--- src/rtl/mem_interface_ctrl.sv ---
// Memory-side sequencer for the MDR stage: turns Read/Write strobes into a req/ack
// memory transaction, captures read data for the MDR and bounds each wait with a timeout.
module mem_interface_ctrl #(
    parameter int DATA_W  = 32,
    parameter int ADDR_W  = 9,
    parameter int TIMEOUT = 15
) (
    input  logic              clock,
    input  logic              clear,
    input  logic              Read,
    input  logic              Write,
    input  logic [ADDR_W-1:0] MAR_addr,
    input  logic [DATA_W-1:0] MDR_data_out,
    output logic [DATA_W-1:0] MDR_data_in,
    output logic              MDR_load,
    output logic              mem_req,
    output logic              mem_we,
    output logic [ADDR_W-1:0] mem_addr,
    output logic [DATA_W-1:0] mem_wdata,
    input  logic [DATA_W-1:0] mem_rdata,
    input  logic              mem_ack,
    output logic              busy,
    output logic              done,
    output logic              timeout_err
);

    localparam int CNT_W = $clog2(TIMEOUT + 1);
    localparam logic [CNT_W-1:0] CNT_LAST = CNT_W'(TIMEOUT - 1);
    localparam logic [CNT_W-1:0] CNT_MAX  = {CNT_W{1'b1}};

    typedef enum logic [1:0] {
        S_IDLE  = 2'd0,
        S_WAIT  = 2'd1,
        S_DONE  = 2'd2,
        S_ABORT = 2'd3
    } state_t;

    state_t              r_state;
    logic [CNT_W-1:0]    r_cnt;
    logic [DATA_W-1:0]   r_mdr_data;
    logic                r_mdr_load;
    logic                r_req;
    logic                r_we;
    logic [ADDR_W-1:0]   r_addr;
    logic [DATA_W-1:0]   r_wdata;
    logic                r_busy;
    logic                r_done;
    logic                r_timeout_err;

    always_ff @(posedge clock or negedge clear) begin
        if (!clear) begin
            r_state       <= S_IDLE;
            r_cnt         <= '0;
            r_mdr_data    <= '0;
            r_mdr_load    <= 1'b0;
            r_req         <= 1'b0;
            r_we          <= 1'b0;
            r_addr        <= '0;
            r_wdata       <= '0;
            r_busy        <= 1'b0;
            r_done        <= 1'b0;
            r_timeout_err <= 1'b0;
        end else begin
            r_done     <= 1'b0;
            r_mdr_load <= 1'b0;
            case (r_state)
                S_IDLE: begin
                    if (Read || Write) begin
                        r_addr        <= MAR_addr;
                        r_wdata       <= MDR_data_out;
                        r_we          <= Write & ~Read;
                        r_timeout_err <= 1'b0;
                        r_cnt         <= '0;
                        r_req         <= 1'b1;
                        r_busy        <= 1'b1;
                        r_state       <= S_WAIT;
                    end
                end
                S_WAIT: begin
                    if (mem_ack) begin
                        r_req      <= 1'b0;
                        r_done     <= 1'b1;
                        r_mdr_load <= ~r_we;
                        if (!r_we) begin
                            r_mdr_data <= mem_rdata;
                        end
                        r_state    <= S_DONE;
                    end else if (r_cnt == CNT_LAST) begin
                        // Counter started at 0 on accept, so this aborts after TIMEOUT wait cycles
                        r_req         <= 1'b0;
                        r_timeout_err <= 1'b1;
                        r_state       <= S_ABORT;
                    end else if (r_cnt != CNT_MAX) begin
                        r_cnt <= r_cnt + CNT_W'(1);
                    end
                end
                S_DONE, S_ABORT: begin
                    r_busy  <= 1'b0;
                    r_state <= S_IDLE;
                end
                default: r_state <= S_IDLE;
            endcase
        end
    end

    assign MDR_data_in = r_mdr_data;
    assign MDR_load    = r_mdr_load;
    assign mem_req     = r_req;
    assign mem_we      = r_we;
    assign mem_addr    = r_addr;
    assign mem_wdata   = r_wdata;
    assign busy        = r_busy;
    assign done        = r_done;
    assign timeout_err = r_timeout_err;

endmodule

--- config.mk ---
export PLATFORM = sky130hd
export DESIGN_NAME = mem_interface_ctrl
export DESIGN_NICKNAME = d
export VERILOG_FILES = /design/src/rtl/mem_interface_ctrl.sv
export SDC_FILE = /design/constraint.sdc
export NUM_CORES = 1
export LEC_CHECK = 0
export BUFFER_PORTS_ARGS = -buffer_cell sky130_fd_sc_hd__buf_2
export CORE_MARGIN = 8
export CORE_UTILIZATION = 35
export DETAILED_ROUTE_END_ITERATION = 8
export MAX_ROUTING_LAYER = met4
export SYNTH_ARGS = -nofsm -noshare
export SYNTH_HDL_FRONTEND = slang
export SYNTH_SLANG_ARGS = --single-unit
--- constraint.sdc ---
create_clock -name clock -period 2.1 [get_ports clock]
set_input_delay 0.315 -clock clock [delete_from_list [all_inputs] [get_ports clock]]
set_output_delay 0.315 -clock clock [all_outputs]
set_load 0.01 [all_outputs]
==> results.py, run 1 <==
metrics = {
    "finish": {
        "n_antenna_cell": 0,
        "layout.cells.non_filler": 504,
        "finish.instance_area_um2": 4580,
        "drive_above_1_share": 0.682,
        "fillerInstances": 895,
        "area_growth_pct": 32.9,
        "fin_nets": 446,
        "post-route-util": 0.473,
    },
    "yosys": {
        "netlist_area_um2": 3440,
        "synth.area.top_cells": "dfrtp_1 62%, mux2_2 15%, mux2_4 13%",
        "dominantRegCellSynth": "dfrtp_1",
        "synth.net_count": 283,
        "commonest_cells_in_the_synthesized_netlist": "85 x dfrtp_1, 45 x mux2_2, 29 x mux2_4, 5 x buf_6, 4 x nor2_1",
        "syn_inst": 203,
        "ys_async_sr_fraction": 1.00,
        "postSynthAreaPerCell_um2": 17.0,
        "synth_area_leader_cell": "dfrtp_1",
        "synth-seq-cells": 85,
        "synth_top_area_frac": 0.618,
        "synthDistinctLibCells": 30,
        "synth_edf_count": 0,
        "yosysSeqAreaShare": 0.618,
        "library_cell_with_the_highest_instance_count_after_synthesis": "dfrtp_1",
        "yosys_warns": 0,
    },
    "clock_network": {
        "cts_tree": "yes",
        "cts_made_buffers": 9,
        "cts.path.max_buffers": 2,
        "ctsResizeCount": 0,
        "root_buffer": "clkbuf_8",
        "post_cts_buffers": 0,
        "htree_num_levels": 3,
        "cts.reportedPaths.clkPinSlew_ps": 80,
        "clk_latency_ps": 350,
        "numClockSinks": 85,
    },
    "die": {
        "number_of_rows_created_at_floorplan": 36,
        "start_util": 0.356,
        "chipWidth_um": 115,
        "floorplan.die.height_um": 115,
        "design.die.area_um2": 13300,
        "boundaryPins": 157,
        "floorplan.core_area_um2": 9680,
    },
    "worst_hold_path": {
        "hp-start": "Read",
        "hp-class": "primary input to register",
    },
    "timing": {
        "tightestPinTransition_ps": 537,
        "layout_setup_ws_ps": 307,
        "final_setup_violation_count": 0,
        "max_freq_mhz": 558,
        "fin_tns_setup_ps": 0,
        "timing.max_slew.rel_slack": 0.642,
        "report.final.hold_viol_count": 0,
        "rsz0062_at_grt": "no",
        "worst_hold_slack_ps": 161,
        "layout_min_cycle_time_ps": 1790,
        "maxSlewViolCount": 0,
        "fin_crit_sh": 0.854,
        "timing.clock.skew_ps": 11.2,
    },
    "critical_path": {
        "cp_max_delay_cell": "dfrtp_1",
        "critical-path-max-stage-delay_ps": 490,
        "crit_path_cell_trace": "nor2b_4 > and3b_2 > buf_12 > mux2_4",
        "path_max_fanout": 14,
        "worstPathBufferInverterCount": 1,
        "setup.worst_path.start": "r_state[0]",
        "setup.worst_path.class": "register to register",
        "r2r_start": "r_state[0]",
        "cp_data_required_time_ps": 2320,
        "endpoint_kind": "register",
        "worst_path_dominant_cell_family": "simple AND/OR/NAND/NOR gates",
        "timing.critical_path.arrival_ps": 2020,
        "critical_path.startpoint_type": "register",
    },
    "global_route": {
        "grtUsageTotal": 0.130,
        "grt_pass1_wl_mm": 13.0,
        "number_of_antenna_violations_at_the_first_check_in_global_routing": 0,
        "grt_overflow_total": 0,
        "vias_in_the_first_global_route": 2468,
        "grt_start_max_net_pins": 46,
    },
    "routing": {
        "drt.antenna.violating_nets": 0,
        "dr.pass1.iters": 4,
        "routed_wl_mm": 8.34,
        "average_wire_per_standard_cell_um": 16.5,
        "avgViaCountPerCell": 4.40,
        "drt_drc_violations_left": 0,
        "vias": 2219,
        "drc_violation_total_after_the_first_tritonroute_iteration": 48,
    },
    "placed_design": {
        "placement.cell_area_um2": 4350,
        "placed_cells_incl_taps": 487,
        "dpl_worst_slack_ps": 321,
        "detailed_place_hpwl_mm": 6.37,
        "port_buffers": 156,
        "gp_congestion": 0.746,
    },
    "flow_run": {
        "drv_cap": 0,
    },
    "outcome": {
        "outcome": "completed",
    },
    "power_and_ir_drop": {
        "total_leakage_power_nw": 2.27,
        "overall_power_consumption_mw": 6.82,
        "peakVddDrop_mv": 0.624,
        "power_density_nw_per_um2": 1490,
    },
}
-- flip-flops by register name (all words and copies together), names as in the netlist --
| register | count |
|---|---|
| MDR_data_in | 32 |
| MDR_load | 1 |
| busy | 1 |
| done | 1 |
| mem_addr | 9 |
| mem_req | 1 |
| mem_wdata | 32 |
| mem_we | 1 |
| r_cnt | 4 |
| r_state | 2 |
| timeout_err | 1 |
-- cell type report --
cell class / instances / area, um2 / share of cell area
Multi-Input combinational cell: 107 / 1190 / 0.259
Clock inverter: 5 / 83.8 / 0.0183
Inverter: 2 / 7.51 / 0.00164
Clock buffer: 11 / 131 / 0.0287
Sequential cell: 85 / 2130 / 0.465
Tap cell: 133 / 166 / 0.0364
Timing Repair Buffer: 161 / 873 / 0.191
-- cell usage in the layout (no fill, tap or decap), types with 2 or more instances in the layout --
cell	instances
buf_12	4
clkbuf_8	9
mux2_4	29
inv_1	2
ha_1	2
nor2_1	4
bufinv_16	2
buf_2	155
a21oi_1	3
and3_1	2
dfrtp_1	85
nand3_1	2
mux2_2	45
and2_1	2
clkinvlp_4	2
clkbuf_1	2
-- per-layer routing --
| layer | GRT usage | part of all wire |
|---|---|---|
| met1 | 0.153 | 0.42 |
| met5 | - | 0 |
| met3 | 0.0441 | 0.073 |
| met4 | 0.0368 | 0.0097 |
| met2 | 0.208 | 0.50 |
-- report_power, final --
group | internal [mW] | leakage, nW | total, mW | switching (mW)
Clock | 0.675 | 0.100 | 1.25 | 0.575
Sequential | 2.42 | 1.01 | 2.83 | 0.413
Combinational | 1.52 | 1.16 | 2.74 | 1.22
Total | 4.61 | 2.27 | 6.82 | 2.21
-- logic make-up (layout without fill, tap and decap cells) --
| group | after synthesis | count (layout) | share of synthesized area |
|---|---|---|---|
| DFF | 85 | 85 | 0.618 |
| muxes | 75 | 75 | 0.277 |
| and+or+nand+nor | 19 | 19 | 0.0371 |
| AOI/OAI and AO/OA | 11 | 11 | 0.0233 |
| buffers and inverters | 11 | 179 | 0.0382 |
| adders and majority gates | 2 | 2 | 0.00727 |
-- timing repair --
action | CTS | global route
endpoints found under the hold margin | 40 | 0
endpoints found under the setup margin | 0 | 0
hold buffers | 1 | 0
-- worst paths after layout --
kind	to	slack, ps	depth (start not counted)
worst min-delay path	mem_we	160	2
max in group asynchronous	mem_wdata[27]	970	3
worst max register to register	MDR_data_in[18]	310	4
min in group asynchronous	MDR_data_in[21]	480	2
worst min register to register	busy	500	1
worst max-delay path	MDR_data_in[18]	310	4
No activity file was read; power rests on OpenSTA's default activity.
==> inputs of run 2 (changes only) <==
Settings changed: ABC_CLOCK_PERIOD_IN_PS set to 2100, BUFFER_PORTS_ARGS -buffer_cell sky130_fd_sc_hd__buf_2 to -buffer_cell sky130_fd_sc_hd__buf_4, GPL_TIMING_DRIVEN set to 0.
==> run 2 against run 1 <==
Net effect:
- clock power is 3% lower
- largest cell class unchanged
- cell count is 0.40% higher
- hold slack worse by 9.8 ps
- global-route usage is 0.18 points higher
- critical path type unchanged
==> results.py, run 2 (synthesis gave the netlist of run 1 again) <==
metrics = {
    "finish": {
        "most-common-layout-cells": "157 x buf_4, 85 x dfrtp_1, 45 x mux2_2",
        "fillerInstances": 867,
        "drive_above_1_share": 0.686,
        "finish.instance_area_um2": 4980,
        "post-route-util": 0.514,
        "n_antenna_cell": 0,
        "fin_nets": 450,
        "leading_cell_type_in_the_layout_fill_and_taps_excluded": "buf_4",
        "area_growth_pct": 44.7,
    },
    "power_and_ir_drop": {
        "clock_power_share": 0.166,
        "switchingPower_mw": 2.23,
        "internal_power_mw": 5.07,
        "total_leakage_power_nw": 2.42,
        "pwr-share-comb": 0.443,
        "share_seq_of_total_power": 0.392,
        "power_density_nw_per_um2": 1460,
        "peakVddDrop_mv": 0.611,
        "power.share.switching": 0.306,
    },
    "clock_network": {
        "ctsResizeCount": 0,
        "clk_latency_ps": 340,
        "htree_num_levels": 3,
        "cts_tree": "yes",
        "cts.path.max_buffers": 2,
        "numClockSinks": 85,
        "cts.reportedPaths.clkPinSlew_ps": 80,
        "post_cts_buffers": 0,
        "cts-hold-fix-buffers": 0,
        "cts_made_buffers": 9,
        "root_buffer": "clkbuf_8",
    },
    "global_route": {
        "grt_overflow_total": 0,
        "grt_start_max_net_pins": 86,
        "number_of_antenna_violations_at_the_first_check_in_global_routing": 0,
        "grtUsageTotal": 0.132,
        "grt_pass1_wl_mm": 13.1,
        "vias_in_the_first_global_route": 2455,
    },
    "critical_path": {
        "timing.critical_path.arrival_ps": 1880,
        "endpoint_kind": "register",
        "critical_path.startpoint_type": "register",
        "r2r_cells": 5,
        "r2r_start": "r_state[0]",
        "path_max_fanout": 10,
        "crit_path_cell_trace": "nor2b_4 > and3b_1 > buf_6 > buf_12 > mux2_4",
        "setup.worst_path.start": "r_state[0]",
        "worst_path_dominant_cell_family": "flip-flops",
        "cp_max_delay_cell": "dfrtp_1",
        "critical-path-max-stage-delay_ps": 500,
        "reg2reg_setup_slack_ps": 440,
        "cp-endpoint": "MDR_data_in[6]",
        "cp_data_required_time_ps": 2320,
        "setup.worst_path.class": "register to register",
        "cp.depth": 5,
        "critical_path.reg2reg.endpoint": "MDR_data_in[6]",
        "worstPathBufferInverterCount": 2,
    },
    "die": {
        "number_of_rows_created_at_floorplan": 36,
        "design.die.area_um2": 13300,
        "boundaryPins": 157,
        "floorplan.die.height_um": 115,
        "floorplan.core_area_um2": 9680,
        "start_util": 0.356,
        "chipWidth_um": 115,
    },
    "timing": {
        "rsz0062_at_grt": "no",
        "report.final.hold_viol_count": 0,
        "timing.max_slew.rel_slack": 0.277,
        "layout_min_cycle_time_ps": 1660,
        "maxSlewViolCount": 0,
        "max_freq_mhz": 603,
        "fin_crit_sh": 0.789,
        "timing.clock.skew_ps": 6.98,
        "final_setup_violation_count": 0,
        "tightestPinTransition_ps": 1080,
        "fin_tns_setup_ps": 0,
    },
    "placed_design": {
        "gp_congestion": 0.761,
        "placement.cell_area_um2": 4780,
        "port_buffers": 156,
        "detailed_place_hpwl_mm": 6.42,
    },
    "routing": {
        "avgViaCountPerCell": 4.44,
        "drt_drc_violations_left": 0,
        "average_wire_per_standard_cell_um": 16.9,
        "drt.antenna.violating_nets": 0,
        "drc_violation_total_after_the_first_tritonroute_iteration": 40,
        "vias": 2247,
        "dr.pass1.iters": 2,
        "routed_wl_mm": 8.54,
    },
    "flow_run": {
        "drv_cap": 0,
    },
    "outcome": {
        "outcome": "completed",
    },
    "worst_hold_path": {
        "hp-class": "primary input to register",
    },
}
==> run 2: cell types whose count changed in the layout (fill, tap and decap cells not counted), sizes merged <==
cell | previous run | this run
buf | 160 | 165
clkbuf | 11 | 9
clkinv | 0 | 2
clkinvlp | 2 | 1
dlygate4sd3 | 1 | 0
inv | 3 | 2
==> run 2: how the worst min path moves through the flow <==
stage / start / to / slack (ps) / cells past startpoint
floorplan: clear / MDR_data_in[0] / 20 / 0
global placement: busy / busy / 470 / 1
detailed placement: busy / busy / 480 / 1
CTS: Read / mem_we / 130 / 2
global route: Read / mem_we / 130 / 2
finish: Read / mem_we / 150 / 2
==> run 2: cell type report <==
class / count / area [um2] / area share
multi-input combinational: 107 / 1180 / 0.238
inverter: 2 / 7.51 / 0.00151
timing repair buffer: 156 / 1170 / 0.235
tap: 133 / 166 / 0.0334
buffer: 9 / 124 / 0.0249
clock inverter: 5 / 77.6 / 0.0156
sequential: 85 / 2130 / 0.427
clock buffer: 9 / 124 / 0.0249
==> run 2: metal layers <==
layer | GRT usage | part of all wire | up-vias
li1 | - | - | 1047
met1 | 0.157 | 0.43 | 1111
met2 | 0.212 | 0.50 | 82
met3 | 0.0373 | 0.059 | 7
met4 | 0.0420 | 0.011 | 0
met5 | - | 0 | -
==> run 2: power groups by stage <==
| stage | Clock, mW | Sequential (mW) | Combinational [mW] |
|---|---|---|---|
| 2_1_floorplan | 0 | 3.21 | 1.30 |
| 3_3_place_gp | 0 | 2.85 | 3.27 |
| 3_5_place_dp | 0 | 2.89 | 3.29 |
| 4_1_cts | 1.26 | 2.86 | 3.31 |
| 5_1_grt | 1.32 | 2.97 | 3.46 |
| 6_report | 1.21 | 2.86 | 3.23 |
==> run 2: stage by stage <==
step	hold WS (ps)	worst slack [ps]	total power, mW	instances
after detailed placement	476	462	6.18	492
final	151	442	7.30	506
after global placement	469	478	6.12	492
after CTS	132	436	7.43	506
after global routing	133	346	7.75	506
after floorplan	19.4	629	4.52	203
